$ cat config.mk
export PLATFORM = sky130hd
export DESIGN_NAME = integration_sequencer
export DESIGN_NICKNAME = d
export VERILOG_FILES = /design/src/rtl/integration_sequencer.sv
export SDC_FILE = /design/constraint.sdc
export NUM_CORES = 1
export LEC_CHECK = 0
export ABC_AREA = 0
export CAP_MARGIN = 10
export CELL_PAD_IN_SITES_DETAIL_PLACEMENT = 0
export CELL_PAD_IN_SITES_GLOBAL_PLACEMENT = 1
export CORE_ASPECT_RATIO = 1.4
export CORE_UTILIZATION = 25
export CTS_CLUSTER_SIZE = 16
export DETAILED_ROUTE_END_ITERATION = 8
export PLACE_DENSITY = 0.5
export SYNTH_ARGS = -nofsm -noshare
export SYNTH_HDL_FRONTEND = slang
export SYNTH_SLANG_ARGS = --single-unit
$ cat constraint.sdc
create_clock -name clk -period 3.8 [get_ports clk]
set_clock_uncertainty 0.15 [all_clocks]
set_input_delay 0.38 -clock clk [delete_from_list [all_inputs] [get_ports clk]]
set_output_delay 0.38 -clock clk [all_outputs]
set_load 0.02 [all_outputs]
$ cat src/rtl/integration_sequencer.sv
// Frame sequencer for the lag correlator array. Each frame clears, integrates, settles,
// then holds the frozen frame for readout. Every output comes straight from a register.
module integration_sequencer #(
    parameter int TIME_WIDTH    = 24,
    parameter int CLEAR_CYCLES  = 2,
    parameter int SETTLE_CYCLES = 4,
    parameter int TIMEOUT_WIDTH = 20,
    parameter int MAX_ORDER     = 2
) (
    input  logic                  clk,
    input  logic                  reset,
    input  logic                  start,
    input  logic                  stop,
    input  logic [TIME_WIDTH-1:0] integration_time,
    input  logic [7:0]            order_in,
    output logic                  corr_enable,
    output logic                  corr_clear,
    output logic [7:0]            order_out,
    output logic                  frame_valid,
    input  logic                  frame_ready,
    output logic                  busy,
    output logic                  overrun,
    output logic [15:0]           frame_count
);

    localparam int CLR_W = $clog2(CLEAR_CYCLES + 1);
    localparam int SET_W = $clog2(SETTLE_CYCLES + 1);
    localparam int PHASE_W = (CLR_W > SET_W) ? CLR_W : SET_W;
    localparam int CNT_W = (TIME_WIDTH > PHASE_W) ? TIME_WIDTH : PHASE_W;
    localparam logic [CNT_W-1:0] CLR_LOAD = CNT_W'(CLEAR_CYCLES - 1);
    localparam logic [CNT_W-1:0] SET_LOAD = CNT_W'(SETTLE_CYCLES - 1);
    // Last readout cycle count before giving up: the counter would reach all-ones next.
    localparam logic [TIMEOUT_WIDTH-1:0] TMO_LAST = {{(TIMEOUT_WIDTH-1){1'b1}}, 1'b0};
    localparam logic [7:0] ORDER_MAX = 8'(MAX_ORDER);

    typedef enum logic [2:0] {IDLE, CLEAR, INTEGRATE, SETTLE, READOUT} state_t;

    state_t                  state_q, state_d;
    logic [CNT_W-1:0]        cnt_q, cnt_d;
    logic [TIMEOUT_WIDTH-1:0] tmo_q, tmo_d;
    logic [TIME_WIDTH-1:0]   t_len_q, t_len_d;
    logic [7:0]              order_q, order_d;
    logic                    stop_pending_q, stop_pending_d;
    logic                    overrun_q, overrun_d;
    logic [15:0]             frame_count_q, frame_count_d;
    logic                    corr_enable_q, corr_enable_d;
    logic                    corr_clear_q, corr_clear_d;
    logic                    frame_valid_q, frame_valid_d;
    logic                    busy_q, busy_d;
    logic                    frame_end;
    logic                    latch_frame;
    logic                    stopping;

    always_comb begin
        state_d        = state_q;
        cnt_d          = cnt_q;
        tmo_d          = tmo_q;
        t_len_d        = t_len_q;
        order_d        = order_q;
        stop_pending_d = stop_pending_q;
        overrun_d      = overrun_q;
        frame_count_d  = frame_count_q;
        frame_end      = 1'b0;
        latch_frame    = 1'b0;
        stopping       = stop_pending_q | stop;

        if (state_q != IDLE && stop) begin
            stop_pending_d = 1'b1;
        end

        case (state_q)
            IDLE: begin
                if (start && !stop) begin
                    latch_frame = 1'b1;
                    overrun_d   = 1'b0;
                end
            end
            CLEAR: begin
                if (cnt_q == '0) begin
                    state_d = INTEGRATE;
                    cnt_d   = CNT_W'(t_len_q - TIME_WIDTH'(1));
                end else begin
                    cnt_d = cnt_q - CNT_W'(1);
                end
            end
            INTEGRATE: begin
                if (cnt_q == '0) begin
                    state_d = SETTLE;
                    cnt_d   = SET_LOAD;
                end else begin
                    cnt_d = cnt_q - CNT_W'(1);
                end
            end
            SETTLE: begin
                if (cnt_q == '0) begin
                    state_d = READOUT;
                    tmo_d   = '0;
                end else begin
                    cnt_d = cnt_q - CNT_W'(1);
                end
            end
            READOUT: begin
                // frame_valid is always high here, so ready alone completes the handshake.
                if (frame_ready) begin
                    frame_count_d = frame_count_q + 16'd1;
                    frame_end     = 1'b1;
                end else if (tmo_q == TMO_LAST) begin
                    overrun_d = 1'b1;
                    frame_end = 1'b1;
                end else begin
                    tmo_d = tmo_q + TIMEOUT_WIDTH'(1);
                end
                if (frame_end) begin
                    if (stopping) begin
                        state_d        = IDLE;
                        stop_pending_d = 1'b0;
                    end else begin
                        latch_frame = 1'b1;
                    end
                end
            end
            default: state_d = IDLE;
        endcase

        if (latch_frame) begin
            t_len_d = (integration_time == '0) ? TIME_WIDTH'(1) : integration_time;
            order_d = (order_in > ORDER_MAX) ? ORDER_MAX : order_in;
            state_d = CLEAR;
            cnt_d   = CLR_LOAD;
        end

        // Outputs are registered from the next state so they line up with it.
        corr_enable_d = (state_d == CLEAR) || (state_d == INTEGRATE);
        corr_clear_d  = (state_d == CLEAR);
        frame_valid_d = (state_d == READOUT);
        busy_d        = (state_d != IDLE);
    end

    always_ff @(posedge clk or posedge reset) begin
        if (reset) begin
            state_q        <= IDLE;
            cnt_q          <= '0;
            tmo_q          <= '0;
            t_len_q        <= '0;
            order_q        <= '0;
            stop_pending_q <= 1'b0;
            overrun_q      <= 1'b0;
            frame_count_q  <= '0;
            corr_enable_q  <= 1'b0;
            corr_clear_q   <= 1'b0;
            frame_valid_q  <= 1'b0;
            busy_q         <= 1'b0;
        end else begin
            state_q        <= state_d;
            cnt_q          <= cnt_d;
            tmo_q          <= tmo_d;
            t_len_q        <= t_len_d;
            order_q        <= order_d;
            stop_pending_q <= stop_pending_d;
            overrun_q      <= overrun_d;
            frame_count_q  <= frame_count_d;
            corr_enable_q  <= corr_enable_d;
            corr_clear_q   <= corr_clear_d;
            frame_valid_q  <= frame_valid_d;
            busy_q         <= busy_d;
        end
    end

    assign corr_enable = corr_enable_q;
    assign corr_clear  = corr_clear_q;
    assign order_out   = order_q;
    assign frame_valid = frame_valid_q;
    assign busy        = busy_q;
    assign overrun     = overrun_q;
    assign frame_count = frame_count_q;

endmodule

Word-level counts from Yosys, hierarchy flattened:

Cells that the tools add are included.

* register bits: 101
* input port bits: 37
* output and inout bits: 29
* word-level logic and storage cells: 81

* add/sub/neg operators: 4
* magnitude comparators: 1
* equal/unequal tests: 14
* multiplexer cells: 33
* bitwise operators: 1
* reductions and logical operators: 16

Operators with widths (count)
* 24-bit two-way mux: 5
* 24-bit one-hot mux with 3 select lines: 1
* 20-bit two-way mux: 3
* 24-bit logical NOT: 2
* 24-bit by 1-bit subtractor with 24-bit output, second input constant: 2
* 20-bit one-hot mux with 2 select lines: 1
* 20-bit by 1-bit adder with 20-bit output, second input constant: 1
* 20-bit equality test, second input constant: 1
* 3-bit two-way mux: 6
* 16-bit by 1-bit adder with 16-bit output, second input constant: 1
* 3-bit one-hot mux with 5 select lines: 1
* 1-bit two-way mux: 13
* 2-bit inequality test, second input constant: 5
* 3-bit by 2-bit equality test with 1-bit output, second input constant: 3
* 8-bit by 2-bit > comparator with 1-bit output, second input constant: 1
* 8-bit two-way mux: 1
* 4-bit AND reduction: 2
* 3-bit by 1-bit equality test with 1-bit output, second input constant: 2
* 3-bit equality test, second input constant: 2
* 3-bit nonzero test: 2
* 1-bit one-hot mux with 2 select lines: 2
* 2-bit AND reduction: 2
* 2-bit nonzero test: 2
* 4-bit nonzero test: 1
* 6 further kinds: 7

Logic depth before layout (Yosys ltp):

* depth in word-level cells: 9
* gate-level depth with buffers: 10
* gate-level depth less buffers: 8

Worst setup path after synthesis:

Ideal clock, no wire load.

* path kind: reg2reg
* start point: register cnt_q[14]
* end point: register cnt_q[16]
* setup time: 0.090 ns
* arrival time: 2.435 ns
* required time: 3.560 ns
* setup slack: 1.125 ns
* stages on the path, launching flop included: 8
* path buffers: 2
* period minus slack after synthesis: 2.675 ns
* cell sequence: dfrtp_1 -> or4_4 -> or4_4 -> buf_6 -> or3_1 -> clkbuf_2 -> nand3b_4 -> o221ai_1

* cells in the longest elaborated chain, start to end: 4
* elaborated cells on any way between the ends: 9
* classes of those cells: add/sub (1); eq/ne (1); mux (5); reduce/logical (2)

Ends and longest elaborated chain
* from (decl): line 39 `logic [CNT_W-1:0] cnt_q, cnt_d;`
* from (signal assigned): line 155 `cnt_q <= cnt_d;`
* 24-bit by 1-bit subtractor with 24-bit output or 24-bit logical NOT (tied branches)
* 24-bit two-way mux, on equally long branches: line 95, 79, 87
* 24-bit one-hot mux with 3 select lines: line 71 `case (state_q)`
* 24-bit two-way mux: line 125 `if (latch_frame) begin`

Several ways; a longest one is shown, not always the timed one. The select of a mux whose other input is x is not followed.
A chain may end at the register's enable or synchronous reset.

Worst setup path after layout:

* start point: register cnt_q[0]
* end point: register cnt_q[17]

The elaborated chain is that of the path after synthesis.

==> flow_summary.toml <==
[route]
vias = 4330
route.met2.wl_um = 7140
route.met3.wl_um = 413
wl_um = 13800
ant_nets = 0
top_layer = "met4"
dr.pass1.iters = 4
wl_per_cell_um = 15.6
viasPerCell = 4.89
dr.first_iter.drc_count = 198
wl_met1_um = 5990
drc = 0

[yosys]
synth-simple-area-share_pct = 23.7
yosysWarningCount = 0
synth_seq_cells = 101
synthesis.nets = 592
synth_edf_count = 0
synth_top_family_by_area = "simple AND/OR/NAND/NOR gates"
synth_xor_area_share_pct = 9.40
synth_fa_ha_area_share_pct = 1.16
ys.flop_type = "dfrtp_1"
synth_compound_area_share_pct = 10.4
async_flop_share_pct = 100
synth.area.mux_share_pct = 5.40
synth_cell_types = 63
syn_area_per_cell_um2 = 9.82
synth-seq-area-share_pct = 46.8
postSynthCellCount = 550
netlist_area_mm2 = 0.00540

[place]
dp_slack_ps = 693
finalWeightedCongestion = 0.776
io_buffers = 65
dp_hpwl_um = 10200

[finish]
final_common_cell = "dfrtp_1"
syn_to_final_growth_pct = 24.1
drive_gt1_share_pct = 11.5
mostFrequentLayoutCells = "101 x dfrtp_1, 65 x clkdlybuf4s50_1, 52 x nor2_1"
fin_util_pct = 31.6
nNetsFinal = 663
antennaDiodeCount = 0

[critical_path]
critPathMaxFanout = 17
cp-end-kind = "flip-flop"
critPathRequiredTime_ps = 3920
worstSetupStartpointType = "flip-flop"
crit_type = "reg2reg"
crit-reg2reg-launch = "cnt_q[0]$_DFFE_PP0P_"
critical_path_arrival_ps = 3190
r2r_setup_slack_ps = 730
reg2reg_to = "cnt_q[17]$_DFFE_PP0P_"
ff2ff_path_depth = 10

[clock_network]
clock_latency_ps = 360
postCtsHoldBufs = 0
cts_buffers = 9
cts_tree = "yes"
cts_buffer_depth = 2
clk_pin_slew_ps = 70
cts.repair.resized = 0
postCtsSetupBuffers = 0
cts.sinks = 101
clock-root-buffer = "clkbuf_16"
cts-htree-levels = 3

[global_route]
gr-usage-all-layers_pct = 13.4
grt_max_degree = 60
grt_pass1_vias = 4604
overflow = 0
antenna_found_initial = 0
grt_pass1_wl_um = 23300

[pwr]
ir_worst_vdd_mv = 0.186
p_leak_nw = 2.71
power.density_mw_per_mm2 = 326

[timing]
fmax_ghz = 0.325
final_hold_viol_count = 0
worst_slew_pin_slew_ps = 1160
worst_slack_ps = 727
timing.final.crit_period_ps = 3070
timing.final.crit_share_pct = 80.9
setup_violations = 0
slew_headroom_pct = 22.6
grt_setup_unrepaired = "false"
tns_ps = 0
slew_viol_final = 0

[worst_hold_path]
hold_class = "in2async"

[floorplanning]
initial_core_util_pct = 25.5
io_pins = 66
die_width_um = 126
core_area_mm2 = 0.0212
die-area_mm2 = 0.0222
die_h_um = 176
rows = 63

[flow_run]
cap_violations = 0

[outcome]
outcome = "complete, no violations"
state kept, by name, indices dropped and copies added (netlist names):
signal	count
frame_valid	1
frame_count	16
overrun	1
stop_pending_q	1
order_out	8
t_len_q	24
busy	1
tmo_q	20
corr_clear	1
cnt_q	24
state_q	3
corr_enable	1
metal layers:
layer | vias up | global-route usage (%)
met1 | 2117 | 15.4
met5 | - | 0
met4 | 0 | 5.82
met2 | 80 | 24.5
li1 | 2114 | -
met3 | 19 | 1.88
cell type report:
| cell class | count | area, um^2 |
|---|---|---|
| clock inverter | 7 | 81.3 |
| tap | 260 | 325 |
| fill | 2207 | 14500 |
| inverter | 14 | 55.1 |
| clock buffer | 9 | 225 |
| timing repair buffer | 80 | 776 |
| sequential | 101 | 2530 |
| multi-input combinational | 415 | 2720 |
worst max-delay path by stage:
| stage | startpoint | slack (ps) | depth (start not counted) | end |
|---|---|---|---|---|
| final | cnt_q[0]$_DFFE_PP0P_ | 730 | 10 | cnt_q[17]$_DFFE_PP0P_ |
| after global routing | cnt_q[0]$_DFFE_PP0P_ | 410 | 10 | cnt_q[16]$_DFFE_PP0P_ |
| after CTS | cnt_q[0]$_DFFE_PP0P_ | 670 | 10 | cnt_q[17]$_DFFE_PP0P_ |
| after detailed placement | cnt_q[0]$_DFFE_PP0P_ | 690 | 10 | cnt_q[19]$_DFFE_PP0P_ |
| after global placement | cnt_q[0]$_DFFE_PP0P_ | 730 | 10 | cnt_q[14]$_DFFE_PP0P_ |
| after floorplan | reset | 620 | 1 | busy$_DFF_PP0_ |
through the flow:
stage / cell area, um^2 / std cells / power [mW] / hold slack (ps)
floorplan: 5400 / 550 / 1.17 / 315
global placement: 6400 / 870 / 1.24 / 317
detailed placement: 6400 / 870 / 1.24 / 314
CTS: 6710 / 886 / 2.24 / 313
global route: 6710 / 886 / 2.28 / 333
finish: 6710 / 886 / 2.19 / 287
synthesized netlist by cell type (12+ instances only):
library cell	n	share of area, %
xnor2_1	32	5.2
nor4_1	15	1.7
nand4_1	13	1.5
a21oi_1	17	1.6
xor2_1	26	4.2
nor2_1	52	3.6
inv_1	14	0.97
o21ai_0	33	3.1
nor3_1	22	2.0
nand3_1	22	2.0
mux2_2	25	5.2
dfrtp_1	101	47
nand2_1	43	3.0
and2_1	12	1.4
power by group:
| part | switching [mW] | total [mW] | internal, mW |
|---|---|---|---|
| clock network | 0.453 | 0.973 | 0.520 |
| logic | 0.0573 | 0.120 | 0.0629 |
| registers | 0.0121 | 1.10 | 1.08 |
cells by family (layout without fill, tap and decap cells):
logic type      after synthesis  count (layout)
fa+ha+maj                     5               5
simple gates                236             236
flops                       101             101
mux                          26              26
buf+inv                      34             110
compound gates               90              90
xor+xnor                     58              58
worst max-delay path, stage by stage, from the launching register on:
cell and delay (ps):
dfrtp_1 410, inv_1 100, ha_1 240, nor4b_1 350
buf_4 200, nand4_1 230, o41ai_1 610, and2_1 220
buf_4 230, o21ai_0 130, o211ai_1 100
Power figures use the tool's default switching activity.
